[config.mk]
export PLATFORM = sky130hd
export DESIGN_NAME = taylor_trig_engine
export DESIGN_NICKNAME = d
export VERILOG_FILES = /design/src/rtl/trig_pkg.sv /design/src/rtl/trig_coef_rom.sv /design/src/rtl/taylor_trig_engine.sv
export SDC_FILE = /design/constraint.sdc
export NUM_CORES = 1
export LEC_CHECK = 0
export CAP_MARGIN = 20
export CORE_AREA = 8 8 181 183
export CTS_CLUSTER_SIZE = 24
export DETAILED_ROUTE_END_ITERATION = 16
export DIE_AREA = 0 0 189 191
export HOLD_SLACK_MARGIN = 0.05
export PLACE_DENSITY_LB_ADDON = 0.1
export SYNTH_ARGS = -nofsm -noshare
export SYNTH_HDL_FRONTEND = slang
export SYNTH_HIERARCHICAL = 1
export SYNTH_SLANG_ARGS = --single-unit
export TNS_END_PERCENT = 30
[constraint.sdc]
create_clock -name clk -period 23.4 [get_ports clk]
set_input_delay 3.51 -clock clk [delete_from_list [all_inputs] [get_ports clk]]
set_output_delay 3.51 -clock clk [all_outputs]
set_load 0.005 [all_outputs]
[src/rtl/trig_pkg.sv]
// Shared types and constants for the Taylor-series trig engine:
// controller states, function select and the coefficient generator.
package trig_pkg;

    localparam int MAX_TERMS = 8;

    typedef enum logic [2:0] {
        S_IDLE   = 3'd0,
        S_INIT   = 3'd1,
        S_SQR    = 3'd2,
        S_MUL_X2 = 3'd3,
        S_MUL_C  = 3'd4,
        S_CHK    = 3'd5,
        S_ACC    = 3'd6,
        S_DONE   = 3'd7
    } state_t;

    typedef enum logic {
        MODE_COS = 1'b0,
        MODE_SIN = 1'b1
    } mode_t;

    // Ratio between consecutive series terms (excluding the x^2 factor), in units of 2^-w.
    function automatic logic [63:0] coef(input mode_t m, input int k, input int w);
        int den;
        if (k < 32'sd1) begin
            den = 32'sd0;
        end else if (m == MODE_SIN) begin
            den = (32'sd2 * k) * (32'sd2 * k + 32'sd1);
        end else begin
            den = (32'sd2 * k - 32'sd1) * (32'sd2 * k);
        end
        if (den == 32'sd0) begin
            return 64'd0;
        end else begin
            return (64'd1 << w) / 64'(den);
        end
    endfunction

endpackage

[src/rtl/trig_coef_rom.sv]
// Combinational coefficient table for cos and sin, elaborated from trig_pkg::coef.
// Index 0 and indices at or beyond TERMS read as zero.
module trig_coef_rom
    import trig_pkg::*;
#(
    parameter int W     = 16,
    parameter int TERMS = 6
)(
    input  mode_t                        mode,
    input  logic [$clog2(TERMS+1)-1:0]   index,
    output logic [W-1:0]                 coef_val
);

    localparam int IW = $clog2(TERMS + 1);

    logic [W-1:0] cos_tab_s [2**IW];
    logic [W-1:0] sin_tab_s [2**IW];

    for (genvar i = 0; i < 2**IW; i++) begin : g_tab
        if (i > 0 && i < TERMS) begin : g_used
            assign cos_tab_s[i] = W'(coef(MODE_COS, i, W));
            assign sin_tab_s[i] = W'(coef(MODE_SIN, i, W));
        end else begin : g_zero
            assign cos_tab_s[i] = '0;
            assign sin_tab_s[i] = '0;
        end
    end

    // Table lookup by function and term index.
    always_comb begin
        coef_val = '0;
        if (mode == MODE_SIN) begin
            coef_val = sin_tab_s[index];
        end else begin
            coef_val = cos_tab_s[index];
        end
    end

endmodule

[src/rtl/taylor_trig_engine.sv]
// Fixed-point Taylor-series cos/sin engine: one shared (W+1)xW multiplier,
// four cycles per term, early exit once a term truncates to zero.
module taylor_trig_engine
    import trig_pkg::*;
#(
    parameter int W     = 16,
    parameter int TERMS = 6
)(
    input  logic                         clk,
    input  logic                         rst,
    input  logic                         start,
    input  logic                         mode,
    input  logic [W-1:0]                 x,
    output logic                         ready,
    output logic                         done,
    output logic [W+1:0]                 result,
    output logic [$clog2(TERMS+1)-1:0]   terms_used
);

    localparam int KW = $clog2(TERMS + 1);
    localparam int PW = 2 * W + 1;
    localparam logic [W:0] ONE_T = {1'b1, {W{1'b0}}};

    state_t                state_r;
    state_t                state_s;
    logic [W-1:0]          x_r;
    mode_t                 mode_r;
    logic [W:0]            t_r;
    logic [W-1:0]          x2_r;
    logic signed [W+1:0]   acc_r;
    logic [KW-1:0]         k_r;
    logic                  sign_r;
    logic signed [W+1:0]   result_r;
    logic [KW-1:0]         terms_r;
    logic                  ready_r;
    logic                  done_r;

    logic [W:0]            mul_a_s;
    logic [W-1:0]          mul_b_s;
    logic [W:0]            shifted_s;
    logic [W-1:0]          coef_s;
    logic [KW-1:0]         k_inc_s;
    logic                  last_s;
    logic signed [W+1:0]   t_ext_s;
    logic signed [W+1:0]   acc_step_s;

    assign k_inc_s    = k_r + KW'(32'd1);
    assign last_s     = (k_inc_s == KW'(TERMS - 1));
    assign t_ext_s    = {1'b0, t_r};
    assign acc_step_s = sign_r ? (acc_r - t_ext_s) : (acc_r + t_ext_s);
    assign shifted_s  = (W+1)'((PW'(mul_a_s) * PW'(mul_b_s)) >> W);

    assign ready      = ready_r;
    assign done       = done_r;
    assign result     = result_r;
    assign terms_used = terms_r;

    // The coefficient for the term being built is c[mode][k+1].
    trig_coef_rom #(
        .W     (W),
        .TERMS (TERMS)
    ) u_coef_rom (
        .mode     (mode_r),
        .index    (k_inc_s),
        .coef_val (coef_s)
    );

    // Operand select for the shared multiplier.
    always_comb begin
        mul_a_s = '0;
        mul_b_s = '0;
        case (state_r)
            S_SQR: begin
                mul_a_s = {1'b0, x_r};
                mul_b_s = x_r;
            end
            S_MUL_X2: begin
                mul_a_s = t_r;
                mul_b_s = x2_r;
            end
            S_MUL_C: begin
                mul_a_s = t_r;
                mul_b_s = coef_s;
            end
            default: begin
                mul_a_s = '0;
                mul_b_s = '0;
            end
        endcase
    end

    // Controller state register.
    always_ff @(posedge clk or posedge rst) begin
        if (rst) begin
            state_r <= S_IDLE;
        end else begin
            state_r <= state_s;
        end
    end

    // Controller next-state logic.
    always_comb begin
        state_s = state_r;
        case (state_r)
            S_IDLE: begin
                if (start) state_s = S_INIT;
                else       state_s = S_IDLE;
            end
            S_INIT: begin
                if (start) state_s = S_INIT;
                else       state_s = S_SQR;
            end
            S_SQR:    state_s = S_MUL_X2;
            S_MUL_X2: state_s = S_MUL_C;
            S_MUL_C:  state_s = S_CHK;
            S_CHK: begin
                if (t_r == '0) state_s = S_DONE;
                else           state_s = S_ACC;
            end
            S_ACC: begin
                if (last_s) state_s = S_DONE;
                else        state_s = S_MUL_X2;
            end
            S_DONE:   state_s = S_IDLE;
            default:  state_s = S_IDLE;
        endcase
    end

    // Datapath registers and registered handshake outputs.
    always_ff @(posedge clk or posedge rst) begin
        if (rst) begin
            x_r      <= '0;
            mode_r   <= MODE_COS;
            t_r      <= '0;
            x2_r     <= '0;
            acc_r    <= '0;
            k_r      <= '0;
            sign_r   <= 1'b0;
            result_r <= '0;
            terms_r  <= '0;
            ready_r  <= 1'b1;
            done_r   <= 1'b0;
        end else begin
            ready_r <= (state_s == S_IDLE);
            done_r  <= (state_s == S_DONE);
            case (state_r)
                S_IDLE, S_INIT: begin
                    if (start) begin
                        x_r    <= x;
                        mode_r <= mode_t'(mode);
                    end else if (state_r == S_INIT) begin
                        // t0 is 1.0 for cos and x for sin; first update subtracts.
                        t_r    <= (mode_r == MODE_SIN) ? {1'b0, x_r} : ONE_T;
                        acc_r  <= (mode_r == MODE_SIN) ? $signed({2'b00, x_r})
                                                       : $signed({1'b0, ONE_T});
                        k_r    <= '0;
                        sign_r <= 1'b1;
                    end else begin
                        x_r <= x_r;
                    end
                end
                S_SQR: begin
                    x2_r <= shifted_s[W-1:0];
                end
                S_MUL_X2, S_MUL_C: begin
                    t_r <= shifted_s;
                end
                S_CHK: begin
                    if (t_r == '0) begin
                        result_r <= acc_r;
                        terms_r  <= k_inc_s;
                    end else begin
                        result_r <= result_r;
                    end
                end
                S_ACC: begin
                    acc_r  <= acc_step_s;
                    sign_r <= ~sign_r;
                    k_r    <= k_inc_s;
                    if (last_s) begin
                        result_r <= acc_step_s;
                        terms_r  <= KW'(TERMS);
                    end else begin
                        result_r <= result_r;
                    end
                end
                default: begin
                    acc_r <= acc_r;
                end
            endcase
        end
    end

endmodule

==> flow_metrics.py <==
metrics = {
    "yosys": {
        "yosys.area_share.simple_pct": 15.7,
        "synth_ff_type": "dfrtp_1",
        "ys_types": 76,
        "avgSynthCellArea_um2": 8.67,
        "syn_inst": 1692,
        "ys_seq_area_share_pct": 16.7,
        "muxShareOfSynthArea_pct": 3.46,
        "synth_xor_area_share_pct": 2.45,
        "yosysWarnings": 6,
        "async_flop_share_pct": 100,
        "ys_seq_elements": 98,
        "mappedNetlistArea_um2": 14700,
        "synth-edff-count": 0,
        "synth_top_area_share_pct": 28.4,
        "synth-compound-area-share_pct": 13.2,
        "synth_top_family_by_area": "adder cells",
        "synthAdderAreaFrac_pct": 39.5,
        "synth_area_leaders": "fa_1, dfrtp_1, ha_1",
        "syn_nets": 2050,
        "yosysTopAreaCell": "fa_1",
    },
    "placement": {
        "place_congestion": 0.895,
        "place_ws_ns": 14.71,
        "dp_hpwl_mm": 33.3,
        "place_inst": 2075,
        "port_buffers": 42,
    },
    "route": {
        "ant_nets": 0,
        "drtIter0Drc": 900,
        "drt-vias-per-instance": 5.64,
        "vias": 11800,
        "first_pass_iters": 7,
        "wl_per_cell_um": 20.1,
        "post-route-drc-count": 0,
        "totalWireLength_mm": 42.1,
    },
    "power": {
        "seqPwrFrac_pct": 16.9,
        "p_per_area_nw_per_um2": 129,
        "pwr-share-clk_pct": 7.7,
        "p_sw_share_pct": 55.9,
        "leakage_nw": 7.63,
        "p_switching_mw": 1.14,
        "power_mw": 2.04,
        "vdd_drop_max_mv": 0.0876,
        "pwr-share-comb_pct": 75.4,
        "p_int_uw": 900,
    },
    "floorplan": {
        "die_area_um2": 36100,
        "io-pin-count": 43,
        "die_h_um": 191,
        "die_x_um": 189,
        "initial_core_util_pct": 48.8,
        "rows": 64,
        "core_area_um2": 30000,
    },
    "finish": {
        "syn2layout_area_growth_pct": 7.68,
        "n_antenna_cell": 0,
        "finalNetCount": 2050,
        "seq_area_um2": 2450,
        "multi_input_area_um2": 10900,
        "fillCellCount": 2835,
        "layout-drive-gt1-share_pct": 5.07,
        "fin_cells": 2093,
    },
    "timing": {
        "maxSlewHeadroom_pct": 13.3,
        "grt_setup_unrepaired": "no",
        "fin_crit_sh_pct": 36.9,
        "worstMarginPinSlew_ns": 1.30,
        "slew_viol_final": 0,
        "fin_skew_ns": 0.00785,
        "fin_hold_ws_ns": 0.482,
        "hold_viol_final": 0,
        "finalCriticalPeriod_ns": 8.64,
        "setup_tns_ns": 0,
        "setup_slack_ns": 14.76,
        "setup_violations": 0,
        "fmax_mhz": 116,
    },
    "min_path": {
        "hold_path_class": "flop to flop",
        "hold_path_depth": 2,
    },
    "global_route": {
        "grt_max_degree": 52,
        "groute.usage.overall_pct": 23.8,
        "grt_pass1_wl_mm": 67.2,
        "grt_overflow": 0,
        "grt_pass1_vias": 11900,
        "antenna_found_initial": 1,
    },
    "clock_network": {
        "post_cts_buffers": 0,
        "clk_pin_slew_ns": 0.07,
        "h-tree-depth": 3,
        "cts_resized": 0,
        "clock_sinks": 98,
        "hold_buffers": 0,
        "ctsLongestPathBuffers": 2,
        "cts_inserted_buffers": 9,
        "insertion_delay_ns": 0.35,
        "cts_tree": "done",
        "clockRootBuffer": "clkbuf_16",
    },
    "worst_setup_path": {
        "startpoint_type": "flop",
        "crit_path_end_kind": "flop",
        "path_max_fanout": 17,
        "crit_type": "flop to flop",
        "cp.required_ns": 23.65,
        "arrival_ns": 8.89,
        "r2r_cells": 26,
    },
    "outcome": {
        "outcome": "completed",
    },
    "run": {
        "cap_viol_max_count": 0,
    },
}
cells by family (layout without fill, tap and decap cells):
logic type,count (synthesis),count (layout)
other,1,1
DFF,98,98
and+or+nand+nor,529,529
muxes,44,44
AOI/OAI and AO/OA,301,301
adders and majority gates,338,338
buffers and inverters,340,345
xor gates and xnor gates,41,41
worst max-delay path: stages, from the launching register on:
cell and delay (ns):
dfrtp_1 0.41, inv_1 0.13, ha_1 0.44, inv_1 0.16
ha_1 0.24, mux4_2 0.51, a21oi_2 0.93, nor2_1 0.17
fa_1 0.59, inv_1 0.05, fa_1 0.48, inv_1 0.05
fa_1 0.49, fa_1 0.50, fa_1 0.51, inv_1 0.06
fa_1 0.47, inv_1 0.04, ha_1 0.35, nand2_1 0.10
or3_1 0.39, or3_1 0.36, o21a_1 0.21, a21oi_1 0.33
nor3_1 0.08, or2_1 0.25, a221oi_1 0.23
routing by layer:
layer / vias up / share of wire [%] / track usage, %
li1: 5446 / - / -
met1: 5918 / 43 / 32.0
met2: 357 / 47 / 39.2
met3: 80 / 6.8 / 4.58
met4: 0 / 2.7 / 5.92
met5: - / 0 / 0
cell usage after synthesis, types with 3 or more instances:
| cell type | count |
|---|---|
| a22o_1 | 14 |
| o31ai_1 | 9 |
| o211ai_1 | 5 |
| nor3b_1 | 4 |
| xor2_1 | 13 |
| o21ai_1 | 8 |
| nand2b_1 | 14 |
| a21oi_1 | 73 |
| buf_4 | 3 |
| inv_1 | 260 |
| fa_1 | 208 |
| mux2i_1 | 24 |
| xnor2_1 | 28 |
| and3_1 | 12 |
| o21ai_0 | 73 |
| or3_1 | 7 |
| a22oi_1 | 13 |
| and2b_1 | 3 |
| nand2_1 | 243 |
| a21o_1 | 10 |
| o21bai_1 | 10 |
| and2_1 | 10 |
| o21a_1 | 25 |
| a31oi_1 | 25 |
| buf_1 | 8 |
| nand3_1 | 17 |
| nor3_1 | 11 |
| nor2b_1 | 9 |
| nor2_1 | 173 |
| or2_2 | 6 |
| clkbuf_1 | 65 |
| dfrtp_1 | 97 |
| ha_1 | 130 |
| mux2_2 | 17 |
| nand3b_1 | 3 |
| a211oi_1 | 11 |
through the flow:
step	area (µm²)	utilization (%)
4_1_cts	15800	52.5
3_3_place_gp	15500	51.5
5_1_grt	15800	52.6
3_5_place_dp	15500	51.5
6_report	15800	52.6
2_1_floorplan	14700	-
state kept, by name (all words and copies together), names as in the netlist:
register	cells
acc_r	18
done	1
k_r	3
mode_r	1
ready	1
result	18
sign_r	1
state_r	3
t_r	17
terms_used	3
x2_r	16
x_r	16
final timing paths:
| kind | from | endpoint | slack, ns |
|---|---|---|---|
| worst max register to register | k_r[0] | t_r[11] | 14.76 |
| min in group asynchronous | rst | result[12] | 3.59 |
| worst min register to register | terms_used[1] | terms_used[1] | 0.48 |
| max in group asynchronous | rst | t_r[2] | 18.69 |
| worst max-delay path | k_r[0] | t_r[11] | 14.76 |
| worst min-delay path | terms_used[1] | terms_used[1] | 0.48 |
power by group through the flow:
| stage | Combinational [mW] | Sequential [mW] | Clock (mW) |
|---|---|---|---|
| 5_1_grt | 1.71 | 0.355 | 0.166 |
| 2_1_floorplan | 1.09 | 0.302 | 0 |
| 6_report | 1.54 | 0.345 | 0.158 |
| 3_5_place_dp | 1.52 | 0.346 | 0 |
| 3_3_place_gp | 1.50 | 0.344 | 0 |
| 4_1_cts | 1.53 | 0.343 | 0.161 |
layout make-up:
class	instances	area share [%]
Timing Repair Buffer	69	3.95
Multi-Input combinational cell	1254	69.2
Inverter	260	6.20
Clock inverter	3	0.293
Tap cell	396	3.14
Clock buffer	13	1.65
Sequential cell	98	15.5
layout by cell type (no fill, tap or decap), types with 14 or more instances in the layout:
cell type and count:
inv_1 259, nand2b_1 14, nor2_1 173, nand2_1 243, xnor2_1 28, fa_1 208
dfrtp_1 97, nand3_1 17, o21ai_0 68, ha_1 130, o21a_1 25, a22o_1 14
buf_4 27, clkdlybuf4s50_1 42, a31oi_1 25, mux2_2 17, mux2i_1 24, a21oi_1 69
No activity file was read; power rests on OpenSTA's default activity.
